`config.mk`:
```
export PLATFORM = sky130hd
export DESIGN_NAME = parity_frame_tx
export DESIGN_NICKNAME = d
export VERILOG_FILES = /design/src/rtl/parity_frame_tx.sv
export SDC_FILE = /design/constraint.sdc
export NUM_CORES = 1
export LEC_CHECK = 0
export ABC_AREA = 1
export ABC_CLOCK_PERIOD_IN_PS = 1910
export CORE_MARGIN = 1.5
export CORE_UTILIZATION = 50
export DETAILED_ROUTE_END_ITERATION = 12
export PLACE_DENSITY = 0.83
export SYNTH_ARGS = -nofsm -noshare
export SYNTH_HDL_FRONTEND = slang
export SYNTH_SLANG_ARGS = --single-unit
```
`constraint.sdc`:
```
create_clock -name clk -period 1.91 [get_ports clk]
set_input_delay 0.382 -clock clk [delete_from_list [all_inputs] [get_ports clk]]
set_output_delay 0.382 -clock clk [all_outputs]
set_load 0.03 [all_outputs]
```
`src/rtl/parity_frame_tx.sv`:
```
// Serial transmitter for 11-bit frames: start(0), 8 data bits LSB first,
// caller-supplied odd-parity bit, stop(1). Each bit lasts CLKS_PER_BIT clocks.
// The supplied parity is checked against the data and flagged on par_err,
// but it is always transmitted exactly as given.
module parity_frame_tx #(
   parameter int CLKS_PER_BIT = 4
) (
   input  logic       clk,
   input  logic       rst,
   input  logic [7:0] data,
   input  logic       parity,
   input  logic       valid,
   output logic       ready,
   output logic       tx,
   output logic       busy,
   output logic       done,
   output logic       par_err
);

   localparam int CW = (CLKS_PER_BIT > 1) ? $clog2(CLKS_PER_BIT) : 1;
   localparam logic [CW-1:0] CNT_LAST = CW'(CLKS_PER_BIT - 1);

   typedef enum logic [2:0] {
      IDLE,
      START,
      DATA,
      PARITY,
      STOP
   } state_t;

   state_t        r_state;
   logic [CW-1:0] r_cnt;
   logic [2:0]    r_idx;
   logic [7:0]    r_data;
   logic          r_par;
   logic          r_tx;
   logic          r_ready;
   logic          r_busy;
   logic          r_done;
   logic          r_par_err;

   state_t        w_state_nxt;
   logic [CW-1:0] w_cnt_nxt;
   logic [2:0]    w_idx_nxt;
   logic [7:0]    w_data_nxt;
   logic          w_par_nxt;
   logic          w_hs;
   logic          w_last;
   logic          w_tx_nxt;
   logic          w_done_nxt;
   logic          w_par_err_nxt;

   // Next-state, bit timing and next-output decode; outputs are derived from
   // the next state so they can be registered without adding a cycle of lag.
   always_comb begin
      w_state_nxt   = r_state;
      w_cnt_nxt     = r_cnt;
      w_idx_nxt     = r_idx;
      w_data_nxt    = r_data;
      w_par_nxt     = r_par;
      w_hs          = valid & r_ready;
      w_last        = (r_cnt == CNT_LAST);
      w_tx_nxt      = 1'b1;
      w_done_nxt    = 1'b0;
      w_par_err_nxt = 1'b0;

      if (r_state != IDLE) begin
         w_cnt_nxt = w_last ? '0 : r_cnt + 1'b1;
      end else begin
         w_cnt_nxt = '0;
      end

      case (r_state)
         IDLE: begin
            if (w_hs) begin
               w_state_nxt   = START;
               w_data_nxt    = data;
               w_par_nxt     = parity;
               w_idx_nxt     = '0;
               w_par_err_nxt = (parity != ~(^data));
            end
         end
         START: begin
            if (w_last) begin
               w_state_nxt = DATA;
               w_idx_nxt   = '0;
            end
         end
         DATA: begin
            if (w_last) begin
               if (r_idx == 3'd7) begin
                  w_state_nxt = PARITY;
               end else begin
                  w_idx_nxt = r_idx + 3'd1;
               end
            end
         end
         PARITY: begin
            if (w_last) w_state_nxt = STOP;
         end
         STOP: begin
            if (w_last) w_state_nxt = IDLE;
         end
         default: w_state_nxt = IDLE;
      endcase

      case (w_state_nxt)
         START:   w_tx_nxt = 1'b0;
         DATA:    w_tx_nxt = w_data_nxt[w_idx_nxt];
         PARITY:  w_tx_nxt = w_par_nxt;
         default: w_tx_nxt = 1'b1;
      endcase

      w_done_nxt = (w_state_nxt == STOP) && (w_cnt_nxt == CNT_LAST);
   end

   // State, counters, latched byte and registered outputs, with sync reset.
   always_ff @(posedge clk) begin
      if (rst) begin
         r_state   <= IDLE;
         r_cnt     <= '0;
         r_idx     <= '0;
         r_data    <= '0;
         r_par     <= 1'b0;
         r_tx      <= 1'b1;
         r_ready   <= 1'b1;
         r_busy    <= 1'b0;
         r_done    <= 1'b0;
         r_par_err <= 1'b0;
      end else begin
         r_state   <= w_state_nxt;
         r_cnt     <= w_cnt_nxt;
         r_idx     <= w_idx_nxt;
         r_data    <= w_data_nxt;
         r_par     <= w_par_nxt;
         r_tx      <= w_tx_nxt;
         r_ready   <= (w_state_nxt == IDLE);
         r_busy    <= (w_state_nxt != IDLE);
         r_done    <= w_done_nxt;
         r_par_err <= w_par_err_nxt;
      end
   end

   assign tx      = r_tx;
   assign ready   = r_ready;
   assign busy    = r_busy;
   assign done    = r_done;
   assign par_err = r_par_err;

endmodule
```
# Yosys cells after proc, flatten, opt, wreduce, memory -nomap -nowiden

Index checks and enable logic that the tools add are counted.

Flip-flop bits (word level): 22
Input port bits: 12
Output and inout bits: 5
Logic and storage cells: 57

Add/subtract/negate cells: 2
Magnitude comparators: 1
Eq/ne operators: 12
Mux-type cells: 21
Bitwise logic cells: 4
Reduce and logical (&&, ||, !) cells: 7

Operators by type and width:

| kind                  | number |
|---|---|
| $mux W3               | 10 |
| $mux W8               | 2 |
| $pmux W3 S5           | 1 |
| $eq A3 B2 Y1 const B  | 4 |
| $eq A3 B3 Y1 const B  | 3 |
| $pmux W3 S3           | 1 |
| $reduce_xor A8 Y1     | 1 |
| $eq A3 B1 Y1 const B  | 2 |
| $logic_not A3 Y1      | 2 |
| $reduce_bool A3 Y1    | 2 |
| $eq A2 B2 Y1 const B  | 2 |
| $lt A3 B4 Y1 const B  | 1 |
| $mux W2               | 2 |
| $add A3 B1 Y3 const B | 1 |
| $bmux W1 S3           | 1 |
| $mux W1               | 3 |
| $not A1 Y1            | 3 |
| $pmux W1 S3           | 1 |
| $reduce_or A3 Y1      | 1 |
| $add A2 B1 Y2 const B | 1 |
| $and A1 B1 Y1         | 1 |
| $logic_and A1 B1 Y1   | 1 |
| $ne A1 B1 Y1          | 1 |

# Logic depth before layout (Yosys ltp)

Depth after elaboration: 7
Gate-level depth with buffers: 13
Gate-level depth less buffers: 13

# Worst setup path before layout

OpenSTA, ideal clock, no wires.

Path type: reg2reg
From: register r_ready, in the netlist ready
To: register r_tx, in the netlist tx
Library setup time: 0.121 ns
Data arrival time: 1.420 ns
Required time: 1.789 ns
Slack: 0.369 ns
Cell stages (with the launch flop): 10
Path buffers: 0
Clock period less this slack: 1.541 ns
Cells stage by stage: dfxtp_1 > nand4_1 > nand2_1 > nand2_1 > nand3_1 > nand3_1 > nand3_1 > nand2_1 > nand2_1 > nand3_1

Cells in the longest elaborated chain, start to end: 6
Elaborated cells on any way between the ends: 15
Those cells by class: eq/ne (3); mux (11); bitwise (1)

Ends and longest elaborated chain:

| element                                       | line | RTL |
|---|---|---|
| start: declaration                            | 37   | `logic r_ready;` |
| start signal: assignment                      | 137  | `r_ready <= (w_state_nxt == IDLE);` |
| $and A1 B1 Y1 (*)                             | 61   | `w_hs = valid & r_ready;` |
| $mux W3 / $mux W8 (equally long branches)     | 75   | `if (w_hs) begin` |
| $pmux W3 S3 / $mux W8 (equally long branches) | 73   | `case (r_state)` |
| $bmux W1 S3                                   | 109  | `DATA: w_tx_nxt = w_data_nxt[w_idx_nxt];` |
| $mux W1 (implied by the code)                 | 109  |  |
| $pmux W1 S3 (*)                               | 107  | `case (w_state_nxt)` |
| end signal: assignment                        | 136  | `r_tx <= w_tx_nxt;` |
| end: declaration                              | 36   | `logic r_tx;` |

Mark *: on every way between the ends. The rest lies on a longest branch, timed or not. The select of a mux whose other input is x is not followed.
A chain may end at the register's enable or synchronous reset.

# Worst setup path in the final report

From: register r_cnt[0]
To: register r_tx, in the netlist tx

Cells in the longest elaborated chain, start to end: 6
Elaborated cells on any way between the ends: 15
Those cells by class: eq/ne (4); mux (11)

Ends and longest elaborated chain:

| element                       | line   | RTL |
|---|---|---|
| start: declaration            | 32     | `logic [CW-1:0] r_cnt;` |
| start signal: assignment      | 132    | `r_cnt <= w_cnt_nxt;` |
| $eq A2 B2 Y1 (*)              | 62     | `w_last = (r_cnt == CNT_LAST);` |
| $mux W3 (on tied branches)    | 90, 84 |  |
| $pmux W3 S3                   | 73     |  |
| $bmux W1 S3                   | 109    |  |
| $mux W1 (implied by the code) | 109    |  |
| $pmux W1 S3 (*)               | 107    |  |

Marked as above.

==> impl_results.md <==
- CP required: 2.11 ns
- Initial Util: 0.5437
- TritonCTS Buffers: 3
- Crit path cell chain: ha_2 -> inv_1 -> a21oi_1 -> nand2_1 -> nand2_1 -> nand2_2 -> nand3_1 -> nand3_1 -> nand3_1 -> nand2_1 -> nand2_1 -> nand3_1
- RSZ-0062 raised after global routing: false
- Leakage power: 0.7316 nW
- Synth Flop Type: dfxtp_1
- Switching Fraction: 0.3127
- Ys async rst share: 0
- Hold_buf cts: 0
- Worst rel slew slack: 0.7805
- Compound-Gate Fraction of Synth Area: 0.09808
- Via count: 1288
- Synth Area in XOR/XNOR: 0.05662
- Most common cell after layout, fill and taps aside: nand2_1
- # clock sinks: 22
- Sw Pwr: 0.0003099 W
- GPL Wtd Cong: 0.9604
- First-pass GRT wire length: 5.216 mm
- Layout fillers: 197
- Diodes inserted: 0
- Logic pwr share: 0.278
- Postcts setup bufs: 0
- Hold Startpoint: r_cnt[0]$_SDFF_PP0_
- DRT iter0 DRCs: 21
- Initial antenna violation count: 0
- Most frequent cells in the layout: nand2_1 (57), nand3_1 (25), dfxtp_1 (22), inv_1 (17), clkdlybuf4s50_1 (15)
- Hold Crit Class: flop to flop
- Final Hold Viols: 0
- Max Clk Rate: 568.6 MHz
- EDFF count, synth: 0
- Clock Pin Slew Worst Setup and Hold Paths: 0.11 ns
- Top delay family on crit path: simple AND/OR/NAND/NOR gates
- R2r startpoint: r_cnt[0]$_SDFF_PP0_
- IO Count: 17
- Setup crit end kind: flop
- Final #Nets: 224
- YS warnings: 0
- Placed Cells incl. Taps: 233
- Slowest-stage cell, CP: dfxtp_1
- Worst-path fanout max: 6
- Slowest stage delay, CP: 0.36 ns
- Critical path buffer and inverter count: 1
- Cell count after synthesis: 180
- Crit path launch type: flop
- Post-Synth Adder-Cell Area: 0.02022
- Register area share after synthesis: 0.3559
- DRT met1 WL: 1.366 mm
- Final worst path period share: 0.9207
- Final WL: 3.085 mm
- Arrival time worst endpoint: 1.96 ns
- Share of layout cells above drive strength 1: 0.1346
- GR Overflow Total: 0
- Main combinational cell family by area after synthesis: simple AND/OR/NAND/NOR gates
- Min Clock Period, post-route: 1.759 ns
- Root buffer cell: clkbuf_4
- Pre-CTS setup slack: -0.07137 ns
- Clock Skew: 0.005669 ns
- Synthesized area: 1237 um^2
- Max-cap violations: 0
- Avg Cell Area, Syn: 6.875 um^2
- Total power: 0.0009912 W
- Die footprint: 2783 um^2
- Syn Nets: 194
- Drc violations: 0
- CTS tree: yes
- Maximum vdd drop: 0.0005215 V
- Status: complete, no violations
- Simple-Gate Fraction of Synth Area: 0.3974
- CTS Buffer Depth: 2
- FP Rows: 17
- Setup WS post-layout: 0.1514 ns
- H-tree depth: 1
- Synth-to-layout area growth: 23.96%
- Cell variety after synth: 27
- Post-route ant nets: 0
- All-Layer GR Usage: 0.2602
- Die X: 52.75 um
- I/O Buffers: 16
- Setup TNS: 0 ns
- Wire per inst: 13.07 um
- Flop pwr share: 0.512
- Post-synthesis mux area share: 0.008089
- Int Power: 0.0006813 W
- Core area: 2276 um^2
- Pwr dens: 646.2 nW/um^2
- Routed length on met3: 160 um
- Crit Path Category: flop to flop
- Largest net degree at the start of global routing: 13
- WL met2: 1.507 mm
- Fin Hold WS: 0.4642 ns
- Worst-Skew Late Latency: 0.30 ns
- Vias per inst: 5.458
- Uppermost layer routed: met4
- Worst-Margin Slew: 0.3201 ns
- # setup viols final: 0
- Max-slew violations: 0
- DRT Pass-1 Iters: 4
- Post-Layout Cell Count: 236
- Synth Register Bits: 22
- Crit. Startpoint: r_cnt[0]$_SDFF_PP0_
- Clock network power share: 0.210
- Dpl hpwl: 2.472 mm
- Vias in the first global route: 1232
- Die height: 52.75 um
[synth_stat cells (2+ instances only)]
cell type | n | area (um^2)
nand2_4 | 2 | 22.52
o21ai_0 | 2 | 10.01
nor2_4 | 2 | 22.52
a21oi_1 | 12 | 60.06
nand2_2 | 2 | 12.51
xor2_1 | 3 | 26.28
clkbuf_1 | 2 | 7.510
xnor2_1 | 5 | 43.79
inv_1 | 17 | 63.81
dfxtp_1 | 22 | 440.4
o21ai_1 | 2 | 10.01
nand3_1 | 25 | 125.1
nor3_1 | 2 | 10.01
nand2_1 | 57 | 214.0
ha_1 | 2 | 25.02
inv_2 | 2 | 7.510
nor2_1 | 11 | 41.29
[final cells by class]
class,instances,area (um^2),area share
Multi-Input combinational cell,137,723.2,0.4715
Sequential cell,22,440.4,0.2871
Timing Repair Buffer,27,241.5,0.1574
Inverter,19,71.32,0.04649
Tap cell,28,35.03,0.02284
Clock buffer,3,22.52,0.01468
[final timing paths]
path / endpoint / slack, ns / cells past startpoint
max reg2reg: tx$_SDFF_PP1_ / 0.15 / 12
min: r_cnt[0]$_SDFF_PP0_ / 0.46 / 1
min reg2reg: r_cnt[0]$_SDFF_PP0_ / 0.46 / 1
max: tx$_SDFF_PP1_ / 0.15 / 12
[worst reg2reg max path: cells and delay by family, from the launching register on]
family	cells	cell delay [ns]
and+or+nand+nor	9	0.68
buffers and inverters	1	0.16
adders and majority gates	1	0.26
AOI/OAI and AO/OA	1	0.20
DFF	1	0.36
[registers in the layout, indices dropped and copies added (netlist names)]
name and count:
r_par 1, r_cnt 2, par_err 1, tx 1, r_data 8, busy 1, r_idx 3, ready 1
r_state 3, done 1
[repair_timing]
action                                  CTS  global route
hold endpoints to repair                  0             0
endpoints found under the setup margin    1             1
resized for setup                         1             2
[cells by family after synthesis]
family | after synthesis
and+or+nand+nor | 107
DFF | 22
buffers and inverters | 21
AOI/OAI and AO/OA | 19
xor gates and xnor gates | 8
adders and majority gates | 2
muxes | 1
[stage by stage]
step | utilization | cell area (um^2)
2_1_floorplan | - | 1237
3_3_place_gp | 0.6625 | 1508
6_report | 0.6740 | 1534
4_1_cts | 0.6718 | 1529
5_1_grt | 0.6740 | 1534
3_5_place_dp | 0.6625 | 1508
[routing by layer]
metal	up-vias	track usage
met5	-	0
met1	594	0.3233
li1	648	-
met3	6	0.03429
met4	0	0.1197
met2	40	0.4417
[power groups by stage]
stage	sequential [W]	clock, W	combinational (W)
3_5_place_dp	0.000518	0	0.000273
3_3_place_gp	0.000516	0	0.000266
6_report	0.000508	0.000208	0.000275
4_1_cts	0.000507	0.000211	0.000273
5_1_grt	0.000510	0.000231	0.000301
2_1_floorplan	0.000533	0	0.000156
No activity file was read; power rests on OpenSTA's default activity.
